--- config.mk ---
export PLATFORM = sky130hd
export DESIGN_NAME = keypad_scan_ctrl_flat
export DESIGN_NICKNAME = d
export VERILOG_FILES = /design/src/rtl/keypad_scan_ctrl_if.sv /design/src/rtl/keypad_scan_ctrl.sv /design/src/flat_wrapper.sv
export SDC_FILE = /design/constraint.sdc
export NUM_CORES = 1
export LEC_CHECK = 0
export CORE_MARGIN = 10
export CORE_UTILIZATION = 50
export CTS_BUF_LIST = sky130_fd_sc_hd__clkbuf_4 sky130_fd_sc_hd__clkbuf_8 sky130_fd_sc_hd__clkbuf_16
export DETAILED_ROUTE_END_ITERATION = 12
export PLACE_DENSITY = 0.77
export SLEW_MARGIN = 20
export SYNTH_ARGS = -nofsm -noshare
export SYNTH_HDL_FRONTEND = slang
export SYNTH_SLANG_ARGS = --single-unit
--- constraint.sdc ---
create_clock -name clk -period 2.1 [get_ports clk]
set_input_delay 0.525 -clock clk [delete_from_list [all_inputs] [get_ports clk]]
set_output_delay 0.525 -clock clk [all_outputs]
set_load 0.01 [all_outputs]
--- src/rtl/keypad_scan_ctrl_if.sv ---
// Keypad scan bus: scan enable and raw columns in, row drive and confirmed key out.
interface keypad_scan_ctrl_if;
  logic       scan_en;
  logic [3:0] col;
  logic [3:0] row;
  logic [3:0] key_code;
  logic       key_valid;
  logic       key_down;

  modport master (
    output scan_en, col,
    input  row, key_code, key_valid, key_down
  );

  modport slave (
    input  scan_en, col,
    output row, key_code, key_valid, key_down
  );
endinterface

--- src/rtl/keypad_scan_ctrl.sv ---
// 4x4 keypad scanner: tick-paced row stepping, column settling, press/release
// debounce and a single-cycle key_valid per confirmed press.
module keypad_scan_ctrl #(
  parameter int TICK_DIV     = 2632,
  parameter int SETTLE_TICKS = 1,
  parameter int DB_TICKS     = 4
) (
  input logic               clk,
  input logic               reset,
  keypad_scan_ctrl_if.slave kp
);

  typedef enum logic [1:0] {
    IDLE     = 2'd0,
    SETTLE   = 2'd1,
    DEBOUNCE = 2'd2,
    PRESSED  = 2'd3
  } state_t;

  localparam logic [15:0] TICK_LAST   = 16'(TICK_DIV - 1);
  localparam logic [3:0]  SETTLE_LAST = 4'(SETTLE_TICKS - 1);
  localparam logic [3:0]  DB_LAST     = 4'(DB_TICKS - 1);

  function automatic logic [1:0] col_winner(input logic [3:0] c);
    logic [1:0] w;
    if (c[3]) begin
      w = 2'd3;
    end else if (c[2]) begin
      w = 2'd2;
    end else if (c[1]) begin
      w = 2'd1;
    end else begin
      w = 2'd0;
    end
    return w;
  endfunction

  function automatic logic [1:0] row_index(input logic [3:0] r);
    logic [1:0] idx;
    case (r)
      4'b0010: idx = 2'd1;
      4'b0100: idx = 2'd2;
      4'b1000: idx = 2'd3;
      default: idx = 2'd0;
    endcase
    return idx;
  endfunction

  function automatic logic [3:0] row_advance(input logic [3:0] r);
    logic [3:0] nxt;
    case (r)
      4'b0001: nxt = 4'b0010;
      4'b0010: nxt = 4'b0100;
      4'b0100: nxt = 4'b1000;
      default: nxt = 4'b0001;
    endcase
    return nxt;
  endfunction

  function automatic logic [3:0] key_lookup(input logic [1:0] r, input logic [1:0] c);
    logic [3:0] code;
    case ({r, c})
      4'b00_00: code = 4'h1;
      4'b00_01: code = 4'h2;
      4'b00_10: code = 4'h3;
      4'b00_11: code = 4'hA;
      4'b01_00: code = 4'h4;
      4'b01_01: code = 4'h5;
      4'b01_10: code = 4'h6;
      4'b01_11: code = 4'hB;
      4'b10_00: code = 4'h7;
      4'b10_01: code = 4'h8;
      4'b10_10: code = 4'h9;
      4'b10_11: code = 4'hC;
      4'b11_00: code = 4'hE;
      4'b11_01: code = 4'h0;
      4'b11_10: code = 4'hF;
      4'b11_11: code = 4'hD;
      default:  code = 4'h0;
    endcase
    return code;
  endfunction

  logic [15:0] tick_cnt_r;
  logic        tick_s;
  logic [3:0]  col_meta_r;
  logic [3:0]  col_sync_r;
  logic        col_any_s;
  logic [1:0]  win_s;

  state_t      state_r,      state_nxt_s;
  logic [3:0]  row_r,        row_nxt_s;
  logic [3:0]  settle_cnt_r, settle_cnt_nxt_s;
  logic [3:0]  db_cnt_r,     db_cnt_nxt_s;
  logic [3:0]  rel_cnt_r,    rel_cnt_nxt_s;
  logic [1:0]  cand_win_r,   cand_win_nxt_s;
  logic [3:0]  key_code_r,   key_code_nxt_s;
  logic        key_valid_r,  key_valid_nxt_s;
  logic        key_down_r,   key_down_nxt_s;

  // Scan tick divider, parked at zero while scanning is disabled
  always_ff @(posedge clk or negedge reset) begin
    if (!reset) begin
      tick_cnt_r <= 16'd0;
    end else if (!kp.scan_en) begin
      tick_cnt_r <= 16'd0;
    end else if (tick_cnt_r == TICK_LAST) begin
      tick_cnt_r <= 16'd0;
    end else begin
      tick_cnt_r <= tick_cnt_r + 16'd1;
    end
  end

  assign tick_s = kp.scan_en && (tick_cnt_r == TICK_LAST);

  // Two-flop synchronizer for the asynchronous column inputs
  always_ff @(posedge clk or negedge reset) begin
    if (!reset) begin
      col_meta_r <= 4'b0000;
      col_sync_r <= 4'b0000;
    end else begin
      col_meta_r <= kp.col;
      col_sync_r <= col_meta_r;
    end
  end

  assign col_any_s = |col_sync_r;
  assign win_s     = col_winner(col_sync_r);

  // FSM and registered output state
  always_ff @(posedge clk or negedge reset) begin
    if (!reset) begin
      state_r      <= IDLE;
      row_r        <= 4'b0001;
      settle_cnt_r <= 4'd0;
      db_cnt_r     <= 4'd0;
      rel_cnt_r    <= 4'd0;
      cand_win_r   <= 2'd0;
      key_code_r   <= 4'h0;
      key_valid_r  <= 1'b0;
      key_down_r   <= 1'b0;
    end else begin
      state_r      <= state_nxt_s;
      row_r        <= row_nxt_s;
      settle_cnt_r <= settle_cnt_nxt_s;
      db_cnt_r     <= db_cnt_nxt_s;
      rel_cnt_r    <= rel_cnt_nxt_s;
      cand_win_r   <= cand_win_nxt_s;
      key_code_r   <= key_code_nxt_s;
      key_valid_r  <= key_valid_nxt_s;
      key_down_r   <= key_down_nxt_s;
    end
  end

  // Next-state logic; everything except the scan_en drop waits for a tick
  always_comb begin
    state_nxt_s      = state_r;
    row_nxt_s        = row_r;
    settle_cnt_nxt_s = settle_cnt_r;
    db_cnt_nxt_s     = db_cnt_r;
    rel_cnt_nxt_s    = rel_cnt_r;
    cand_win_nxt_s   = cand_win_r;
    key_code_nxt_s   = key_code_r;
    key_valid_nxt_s  = 1'b0;
    key_down_nxt_s   = key_down_r;

    if (!kp.scan_en) begin
      state_nxt_s      = IDLE;
      row_nxt_s        = 4'b0000;
      settle_cnt_nxt_s = 4'd0;
      db_cnt_nxt_s     = 4'd0;
      rel_cnt_nxt_s    = 4'd0;
      key_down_nxt_s   = 1'b0;
    end else if (tick_s) begin
      case (state_r)
        IDLE: begin
          state_nxt_s      = SETTLE;
          row_nxt_s        = 4'b0001;
          settle_cnt_nxt_s = 4'd0;
        end
        SETTLE: begin
          if (settle_cnt_r == SETTLE_LAST) begin
            settle_cnt_nxt_s = 4'd0;
            if (col_any_s) begin
              cand_win_nxt_s = win_s;
              db_cnt_nxt_s   = 4'd1;
              // A single-sample debounce confirms on the settle sample itself
              if (DB_TICKS == 1) begin
                state_nxt_s     = PRESSED;
                key_code_nxt_s  = key_lookup(row_index(row_r), win_s);
                key_valid_nxt_s = 1'b1;
                key_down_nxt_s  = 1'b1;
                rel_cnt_nxt_s   = 4'd0;
              end else begin
                state_nxt_s = DEBOUNCE;
              end
            end else begin
              row_nxt_s = row_advance(row_r);
            end
          end else begin
            settle_cnt_nxt_s = settle_cnt_r + 4'd1;
          end
        end
        DEBOUNCE: begin
          if (col_any_s && (win_s == cand_win_r)) begin
            if (db_cnt_r == DB_LAST) begin
              state_nxt_s     = PRESSED;
              key_code_nxt_s  = key_lookup(row_index(row_r), cand_win_r);
              key_valid_nxt_s = 1'b1;
              key_down_nxt_s  = 1'b1;
              rel_cnt_nxt_s   = 4'd0;
            end else begin
              db_cnt_nxt_s = db_cnt_r + 4'd1;
            end
          end else begin
            state_nxt_s      = SETTLE;
            settle_cnt_nxt_s = 4'd0;
            db_cnt_nxt_s     = 4'd0;
          end
        end
        PRESSED: begin
          if (!col_any_s) begin
            if (rel_cnt_r == DB_LAST) begin
              state_nxt_s      = SETTLE;
              row_nxt_s        = row_advance(row_r);
              settle_cnt_nxt_s = 4'd0;
              rel_cnt_nxt_s    = 4'd0;
              key_down_nxt_s   = 1'b0;
            end else begin
              rel_cnt_nxt_s = rel_cnt_r + 4'd1;
            end
          end else begin
            rel_cnt_nxt_s = 4'd0;
          end
        end
        default: begin
          state_nxt_s    = IDLE;
          row_nxt_s      = 4'b0000;
          key_down_nxt_s = 1'b0;
        end
      endcase
    end else begin
      state_nxt_s = state_r;
    end
  end

  assign kp.row       = row_r;
  assign kp.key_code  = key_code_r;
  assign kp.key_valid = key_valid_r;
  assign kp.key_down  = key_down_r;

endmodule

--- src/flat_wrapper.sv ---
// flat-port wrapper written by rule: the top's interface ports become plain ports
module keypad_scan_ctrl_flat 
#(
  parameter int TICK_DIV     = 2632,
  parameter int SETTLE_TICKS = 1,
  parameter int DB_TICKS     = 4
)
  (clk, reset, kp_scan_en, kp_col, kp_row, kp_key_code, kp_key_valid, kp_key_down);
  keypad_scan_ctrl_if kp_i ();
  input logic clk;
  input logic reset;
  input wire logic [$bits(kp_i.scan_en)-1:0] kp_scan_en;
  input wire logic [$bits(kp_i.col)-1:0] kp_col;
  output wire logic [$bits(kp_i.row)-1:0] kp_row;
  output wire logic [$bits(kp_i.key_code)-1:0] kp_key_code;
  output wire logic [$bits(kp_i.key_valid)-1:0] kp_key_valid;
  output wire logic [$bits(kp_i.key_down)-1:0] kp_key_down;
  assign kp_i.scan_en = kp_scan_en;
  assign kp_i.col = kp_col;
  assign kp_row = kp_i.row;
  assign kp_key_code = kp_i.key_code;
  assign kp_key_valid = kp_i.key_valid;
  assign kp_key_down = kp_i.key_down;
  keypad_scan_ctrl #(.TICK_DIV(TICK_DIV), .SETTLE_TICKS(SETTLE_TICKS), .DB_TICKS(DB_TICKS)) u_core (.clk(clk), .reset(reset), .kp(kp_i));
endmodule
==> metrics.txt, run 1 <==
global route overflow 0; Die Wd about 95 um; routability cong. 0.839; Yosys cell types 46; CTS Root Cell clkbuf_8; Fillers 483; buffers and inverters on the worst path 1; Tcrit/Tclk final 0.973; Top delay family on crit path flip-flops; Hold Crit Class primary input to async pin; initial antenna violation count 0; 1st-pass router iterations 4; vias post-DR ~2,400; most common cell in the netlist dfrtp_1; TritonCTS sink count 50; sequential share of the synthesized area 0.447; Final Hold Fails 0; GRT Max-Usage Layer met2; Power Dens Cells 566 nW/um^2; Yosys reg bits 50; met1 Use GR 0.188; Area Overhead vs Synth 20.7%; FMAX 489 MHz; WL/cell 15.1 um; Setup TNS 0 ns; crit-path cells clkdlybuf4s50_1; Synth async-reset ratio 1.00; Static Leak 1.48 nW; hold_buf cts 0; Max Cap Violations 0; area of the die 8990 um^2; Synthesized Nets ~320; worst-path maximum fanout 10; actual slew at the worst max-slew pin 0.486 ns; CTS tree yes; Synth area leaders dfrtp_1 44%, ha_1 6.3%, nor2_1 4.2%, nand3_1 4.1%, o21ai_0 3.9%; post-route cell area 3380 um^2; first-pass GRT wire length around 11,000 um; maximum root-to-sink buffer count 2; vias in the first global route 2,319; Cell Area, Placed roughly 3200 um^2; total CTS buffers 5; Setup Crit Path Kind flip-flop to output pin; Yosys Warn Count 0; grt met2 use 0.247; Post-synth top cells 49 x dfrtp_1, 31 x nor2_1, 28 x nand2_1; largest net degree at the start of global routing 20; Mean Syn Cell Area about 9.4 um^2; Req. time, crit path 1.57 ns; crit path capture type output pin; skew final approximately 0.0089 ns; # rows 27; core area 5470 um^2; Slew HR 0.673; layout cells sized above 1 0.189; clk_lat worst skew roughly 0.31 ns; # DRC 0; Max Slew Vio Count 0; met3 Resource Use GR 0.0333; initial DRC count roughly 130; pre-CTS WS -0.0312 ns; GR Util All Layers 0.148; Slowest-stage cell, CP dfstp_2; worst vdd ir about 0.00033 V; Primary FF master, synth dfrtp_1; crit path from u_core.kp.row[0]; Ports 17; run status completed; Vias/cell 5.70; number of synthesized flops with an enable pin 0; leading area contributor after synthesis dfrtp_1; synthesized cell area 2800 um^2; RSZ-0062 raised after global routing yes; Final Util 0.618; Worst-path clk slew 0.10 ns; H-tree level count 2; post-DP HPWL roughly 4800 um; share of the synthesized area in the top cell type 0.438; Antenna Cells 0; Final setup viols 0; initial core utilization 0.511; number of port buffers 16; final worst slack about 0.056 ns; RR Startpoint u_core.col_sync_r[2]; cell count after synthesis 298; die height between 90 and 100 um; minimum clock period 2.04 ns; ANT nets after route 0; slowest stage delay, CP approximately 0.64 ns; Final #Nets 364; drt total wl between 6000 and 7000 um; WP data arrival 1.52 ns; Startpoint Class flip-flop; WHS 0.143 ns
## kinds of logic (layout without fill, tap and decap cells)
group	after synthesis	after routing	synth area share
fa+ha+maj	14	14	0.0626
buf+inv	19	65	0.0255
flops	50	50	0.447
mux	7	7	0.0268
xor+xnor	14	14	0.0438
compound gates	63	63	0.133
simple gates	131	131	0.261
## worst paths after layout
check                                         end  slack [ns]  depth (start not counted)
min in group clk             u_core.col_sync_r[2]        0.36                          0
min reg2reg                  u_core.col_sync_r[2]        0.36                          0
max in group asynchronous    u_core.col_sync_r[3]        1.34                          2
min                            u_core.db_cnt_r[3]        0.14                          1
max reg2reg                u_core.settle_cnt_r[2]        0.06                          6
max                                     kp_row[0]        0.06                          1
## area by class of cell
class / instances / area, um^2 / share of cell area
timing repair buffer: 46 / 380 / 0.113
clock buffer: 5 / 68.8 / 0.0204
inverter: 11 / 41.3 / 0.0122
sequential: 50 / 1250 / 0.371
tap: 72 / 90.1 / 0.0267
clock inverter: 3 / 45.0 / 0.0133
multi-input combinational: 229 / 1500 / 0.444
## metal layers
layer  wire length (um)  vias up  share of wire
li1                   -     1156              -
met1               2900     1160           0.46
met4                 99        0          0.016
met5                  0        -              0
met2               3050       42           0.48
met3                238       12          0.038
## report_power, final
| part | internal [mW] | leakage, nW | total [mW] | switching [mW] |
|---|---|---|---|---|
| registers | 0.985 | 0.663 | 1.01 | 0.0219 |
| clock network | 0.355 | 0.0504 | 0.693 | 0.339 |
| logic | 0.0891 | 0.767 | 0.212 | 0.123 |
| total | 1.43 | 1.48 | 1.91 | 0.483 |
## per-stage QoR
| step | std cells | power, mW |
|---|---|---|
| finish | 416 | 1.91 |
| global route | 416 | 2.00 |
| CTS | 415 | 1.93 |
| detailed placement | 406 | 1.23 |
| global placement | 406 | 1.23 |
| floorplan | 298 | 1.14 |
## sequential cells by signal (all words and copies together) (netlist names)
register	count
u_core.rel_cnt_r	4
u_core.db_cnt_r	4
u_core.tick_cnt_r	16
u_core.kp.key_down	1
u_core.kp.key_code	4
u_core.col_sync_r	4
u_core.cand_win_r	2
u_core.kp.key_valid	1
u_core.kp.row	4
u_core.state_r	2
u_core.settle_cnt_r	4
u_core.col_meta_r	4
## timing repair
action                                  in CTS  in global routing
endpoints found under the setup margin       2                 19
buffers inserted                             1                  1
resized for setup                            0                  9
## cells in the final DEF (no fill, tap or decap), types with 2 or more instances in the layout
cell	n
dfrtp_1	47
nor2_1	31
buf_4	30
nand2_1	28
nand3_1	23
o21ai_0	22
a21oi_1	18
clkdlybuf4s50_1	15
ha_1	13
inv_1	11
xor2_1	10
and3_1	6
o211ai_1	6
nor3_1	5
nand4_1	5
clkbuf_8	5
and4bb_2	4
xnor2_1	4
a31oi_1	4
nor2b_1	4
mux2_2	4
nor3b_1	3
mux2i_1	3
or4_1	3
nor4b_2	2
or3_1	2
and2_1	2
a21o_1	2
nor3b_2	2
a21oi_2	2
nand2b_1	2
clkinvlp_4	2
dfrtp_2	2
No activity file was read; power rests on OpenSTA's default activity.
==> run 2, diff against run 1 <==
CORE_ASPECT_RATIO = 0.9   (was unset)
==> run 2 against run 1 <==
  * Critical path depth rose by 7
  * Clock power fell by 0.6%
  * Register-to-register slack improved by 0.03 ns
  * Worst hold slack improved by 0.16 ns
  * Utilization rose by 1.7 points
  * Via count fell by 0.59%
  * First-iteration DRC count fell by 20%
  * Sequential share of layout area fell by 0.20 points
  * Count of clock-buffer cells in the layout rose by 2
  * Clock skew rose by 0.0047 ns
  * Largest cell class unchanged
  * Largest power group unchanged
==> metrics.txt, run 2 (synthesized netlist as in run 1, its figures left out) <==
run status completed; 1st-pass router iterations 5; initial core utilization 0.523; Setup TNS 0 ns; RSZ-0062 raised after global routing no; Final #Nets 362; Area Overhead vs Synth 21.3%; WL/cell 15.0 um; overall power about 1.9 mW; Antenna Cells 0; routability cong. 0.858; FMAX 497 MHz; Power Dens Cells 564 nW/um^2; GR Util All Layers 0.139; Worst-path clk slew 0.09 ns; number of port buffers 16; H-tree level count 2; Slew HR 0.585; Max Cap Violations 0; Tcrit/Tclk final 0.958; worst-path maximum fanout 5; crit path capture type flip-flop; Final setup viols 0; clock power share 0.360; die height 91.0 um; commonest non-fill, non-tap cell in the layout dfrtp_1; crit-path cells ha_4 -> and4bb_2 -> nand4_1 -> buf_6 -> nor3b_4 -> a21oi_2 -> or4_1 -> nand3_1; largest net degree at the start of global routing 51; Cell Area, Placed 3200 um^2; Setup Crit Path Kind flip-flop to flip-flop; minimum clock period 2.01 ns; slowest stage delay, CP 0.50 ns; CTS Root Cell clkbuf_8; combinational share of power 0.114; maximum root-to-sink buffer count 2; Top delay family on crit path simple AND/OR/NAND/NOR gates; Slowest-stage cell, CP or4_1; Hold Crit Class primary input to async pin; Die Wd 98.9 um; Multi-input gate area 1530 um^2; core area 5350 um^2; Sw Share 0.239; Static Leak 1.50 nW; total CTS buffers 5; Vias/cell between 5 and 6; Register Area 1250 um^2; CTS tree yes; buffers and inverters on the worst path 1; Req. time, crit path 2.35 ns; # rows 25; Max Slew Vio Count 0; worst vdd ir 0.000440 V; TritonCTS sink count 50; Startpoint Class flip-flop; drt total wl 6150 um; vias post-DR 2,356; WHS 0.303 ns; first-pass GRT wire length 10,700 um; ANT nets after route 0; max FFs per register 16; skew final 0.0136 ns; largest register by flop count u_core.tick_cnt_r; post-route cell area ~3400 um^2; post-DP HPWL 4540 um; clk_lat worst skew 0.31 ns; # DRC 0; initial antenna violation count 0; initial DRC count 105; Fillers 446; WP data arrival 2.26 ns; vias in the first global route 2,286; Final Hold Fails 0; internal cell power roughly 1.5 mW; actual slew at the worst max-slew pin 0.622 ns; Ports 17; area of the die 8990 um^2; sw power 0.458 mW; Seq pwr share 0.526; most frequent cells in the layout 48 x dfrtp_1, 31 x nor2_1, 28 x nand2_1, 27 x buf_4, 23 x nand3_1; layout cells sized above 1 0.184; global route overflow 0
==> run 2: routing by layer <==
layer  routed length (um)  global-route usage  part of all wire  up-vias
met5                    0                   0                 0        -
met4                   73              0.0406             0.012        0
met3                  305              0.0432             0.050        8
met2                 2970               0.222              0.48       52
met1                 2800               0.177              0.46     1141
li1                     -                   -                 -     1155
==> run 2: per-stage QoR <==
| stage | setup WS, ns | std cells | utilization |
|---|---|---|---|
| 3_5_place_dp | -0.0864 | 399 | 0.599 |
| 2_1_floorplan | 0.162 | 298 | - |
| 3_3_place_gp | -0.0173 | 399 | 0.599 |
| 4_1_cts | 0.000464 | 408 | 0.623 |
| 5_1_grt | 0.0136 | 409 | 0.635 |
| 6_report | 0.0876 | 409 | 0.635 |
==> run 2: final cells by class <==
| class | count | share of cell area |
|---|---|---|
| well taps | 67 | 0.0247 |
| flip-flops and latches | 50 | 0.369 |
| clock buffers | 7 | 0.0247 |
| clock inverters | 1 | 0.00885 |
| repair buffers | 44 | 0.109 |
| multi-input cells | 229 | 0.451 |
| inverters | 11 | 0.0122 |
==> run 2: path summary, 6_finish.rpt <==
check	start	end	slack [ns]	cells after the start
max reg2reg	u_core.tick_cnt_r[1]	u_core.rel_cnt_r[3]	0.09	8
min	reset	u_core.db_cnt_r[2]	0.30	2
min in group clk	u_core.col_meta_r[1]	u_core.col_sync_r[1]	0.35	0
max	u_core.tick_cnt_r[1]	u_core.rel_cnt_r[3]	0.09	8
min reg2reg	u_core.col_meta_r[1]	u_core.col_sync_r[1]	0.35	0
max in group asynchronous	reset	u_core.kp.row[1]	1.36	2
==> run 2: power groups by stage <==
stage	sequential [mW]	combinational, mW	clock, mW
2_1_floorplan	1.02	0.115	0
3_3_place_gp	1.02	0.202	0
3_5_place_dp	1.02	0.208	0
4_1_cts	1.01	0.211	0.711
5_1_grt	1.01	0.244	0.756
6_report	1.01	0.218	0.689
==> run 2: what timing repair did <==
item / 4_1_cts / 5_1_grt
pin swaps: 0 / 1
hold buffers: 0 / 0
setup endpoints to repair: 4 / 14
gates resized for setup: 2 / 13
setup buffers: 1 / 1
==> run 3, diff against run 2 <==
GPL_TIMING_DRIVEN = 0   (was unset)
==> run 3 against run 2 <==
  * Sequential share of layout area increased by 0.36 points
  * Register-to-register slack about the same
  * Via count decreased by 2.8%
  * Sequential cell count unchanged
  * Sequential power about the same
  * Die area unchanged
  * Combinational power decreased by 6%
  * First-iteration DRC count increased by 26%
==> metrics.txt, run 3 (synthesized netlist as in run 1, its figures left out) <==
Cell Area, Placed between 3000 and 4000 um^2; # rows 25; drt total wl about 6200 um; clk_lat worst skew 0.31 ns; initial DRC count roughly 130; CTS Root Cell clkbuf_8; Hold Crit Class primary input to async pin; Worst R2R End u_core.rel_cnt_r[3]; layout cells sized above 1 0.182; Vias/cell 5.77; area of the die 8990 um^2; total CTS buffers 5; Worst R2R Setup Slack 0.08 ns; Static Leak 1.42 nW; initial antenna violation count 0; worst vdd ir 0.000530 V; first-pass GRT wire length 10,500 um; Max Cap Violations 0; Die Wd about 99 um; vias in the first global route 2,230; TritonCTS sink count 50; Slowest-stage cell, CP or4_4; WL/cell between 15 and 20 um; Max Slew Vio Count 0; Final setup viols 0; H-tree level count 2; Tcrit/Tclk final 0.961; vias post-DR around 2,300; post-DP HPWL around 4300 um; run status completed; actual slew at the worst max-slew pin between 0.5 and 0.6 ns; Worst-path clk slew 0.09 ns; Final Util 0.630; commonest non-fill, non-tap cell in the layout dfrtp_1; minimum clock period just over 2 ns; GR Util All Layers 0.137; max FFs per register 16; Startpoint Class flip-flop; Final #Nets 350; Antenna Cells 0; Setup Crit Path Kind flip-flop to flip-flop; Area Overhead vs Synth 20.5%; largest register by flop count u_core.tick_cnt_r; number of port buffers 16; slowest stage delay, CP 0.52 ns; die height 91.0 um; core area between 5000 and 6000 um^2; crit-path cells ha_4 -> and4bb_2 -> nand4_1 -> buf_6 -> nor3b_4 -> a21oi_4 -> or4_4 -> nand3_2; overall power 2.04 mW; crit path capture type flip-flop; largest net degree at the start of global routing 30; Slew HR 0.657; maximum root-to-sink buffer count 2; post-route cell area 3370 um^2; final worst slack 0.0809 ns; RSZ-0062 raised after global routing yes; R2R depth 8; Ports 17; Final Hold Fails 0; 1st-pass router iterations 4; skew final 0.00605 ns; global route overflow 0; routability cong. 0.829; pre-CTS WS -0.393 ns; Power Dens Cells between 600 and 700 nW/um^2; ANT nets after route 0; Req. time, crit path 2.34 ns; CTS tree yes; worst-path maximum fanout 8; WP data arrival 2.26 ns; RR Startpoint u_core.tick_cnt_r[0]; most frequent cells in the layout 45 x dfrtp_1, 30 x nor2_1, 27 x nand2_1, 22 x nand3_1, 20 x o21ai_0; FMAX 495 MHz; # DRC 0; initial core utilization 0.523; WHS 0.179 ns
==> run 3: timing repair <==
item,in CTS,in global routing
setup endpoints to repair,14,20
pin swaps,2,3
resized for setup,6,26
buffers inserted,4,4
hold buffers,0,0
==> run 3: cell type report <==
| class | instances | area (um^2) |
|---|---|---|
| Sequential cell | 50 | 1260 |
| Fill cell | 435 | 1980 |
| Tap cell | 67 | 83.8 |
| Inverter | 11 | 41.3 |
| Clock inverter | 2 | 60.1 |
| Timing Repair Buffer | 25 | 239 |
| Clock buffer | 6 | 82.6 |
| Buffer | 7 | 27.5 |
| Multi-Input combinational cell | 229 | 1580 |
==> run 3: worst max path at each step <==
stage / endpoint / cells after the start / start
final: u_core.rel_cnt_r[3] / 8 / u_core.tick_cnt_r[0]
after global routing: u_core.state_r[1] / 5 / kp_scan_en
after CTS: u_core.kp.key_code[0] / 6 / u_core.cand_win_r[0]
after detailed placement: u_core.kp.row[1] / 6 / kp_scan_en
after global placement: u_core.tick_cnt_r[10] / 1 / reset
after floorplan: u_core.rel_cnt_r[3] / 7 / u_core.tick_cnt_r[0]
==> run 3: layer usage <==
layer  share of wire  wire (um)  vias up  GRT usage
li1                -          -     1128          -
met1            0.48       2990     1109      0.185
met2            0.47       2910       46      0.214
met3           0.048        301        7     0.0318
met4          0.0074         46        0     0.0382
met5               0          0        -          0
==> run 3: where the power goes <==
part           leakage (nW)  internal, mW  switching, mW
registers             0.660         0.985         0.0248
logic                 0.690        0.0760          0.128
clock network        0.0714         0.508          0.316
total                  1.42          1.57          0.469
==> run 3: worst max-delay path, delay by kind of cell (launching register included) <==
family	cells	cell delay, ns
AOI/OAI and AO/OA	1	0.08
adders and majority gates	1	0.16
buffers and inverters	1	0.16
DFF	1	0.41
and+or+nand+nor	5	1.14
==> run 3: per-stage QoR <==
stage                     setup TNS (ns)  instances
after floorplan                        0        298
after global placement            -53.23        381
after detailed placement           -7.33        382
after CTS                              0        393
after global routing              -0.113        397
final                                  0        397
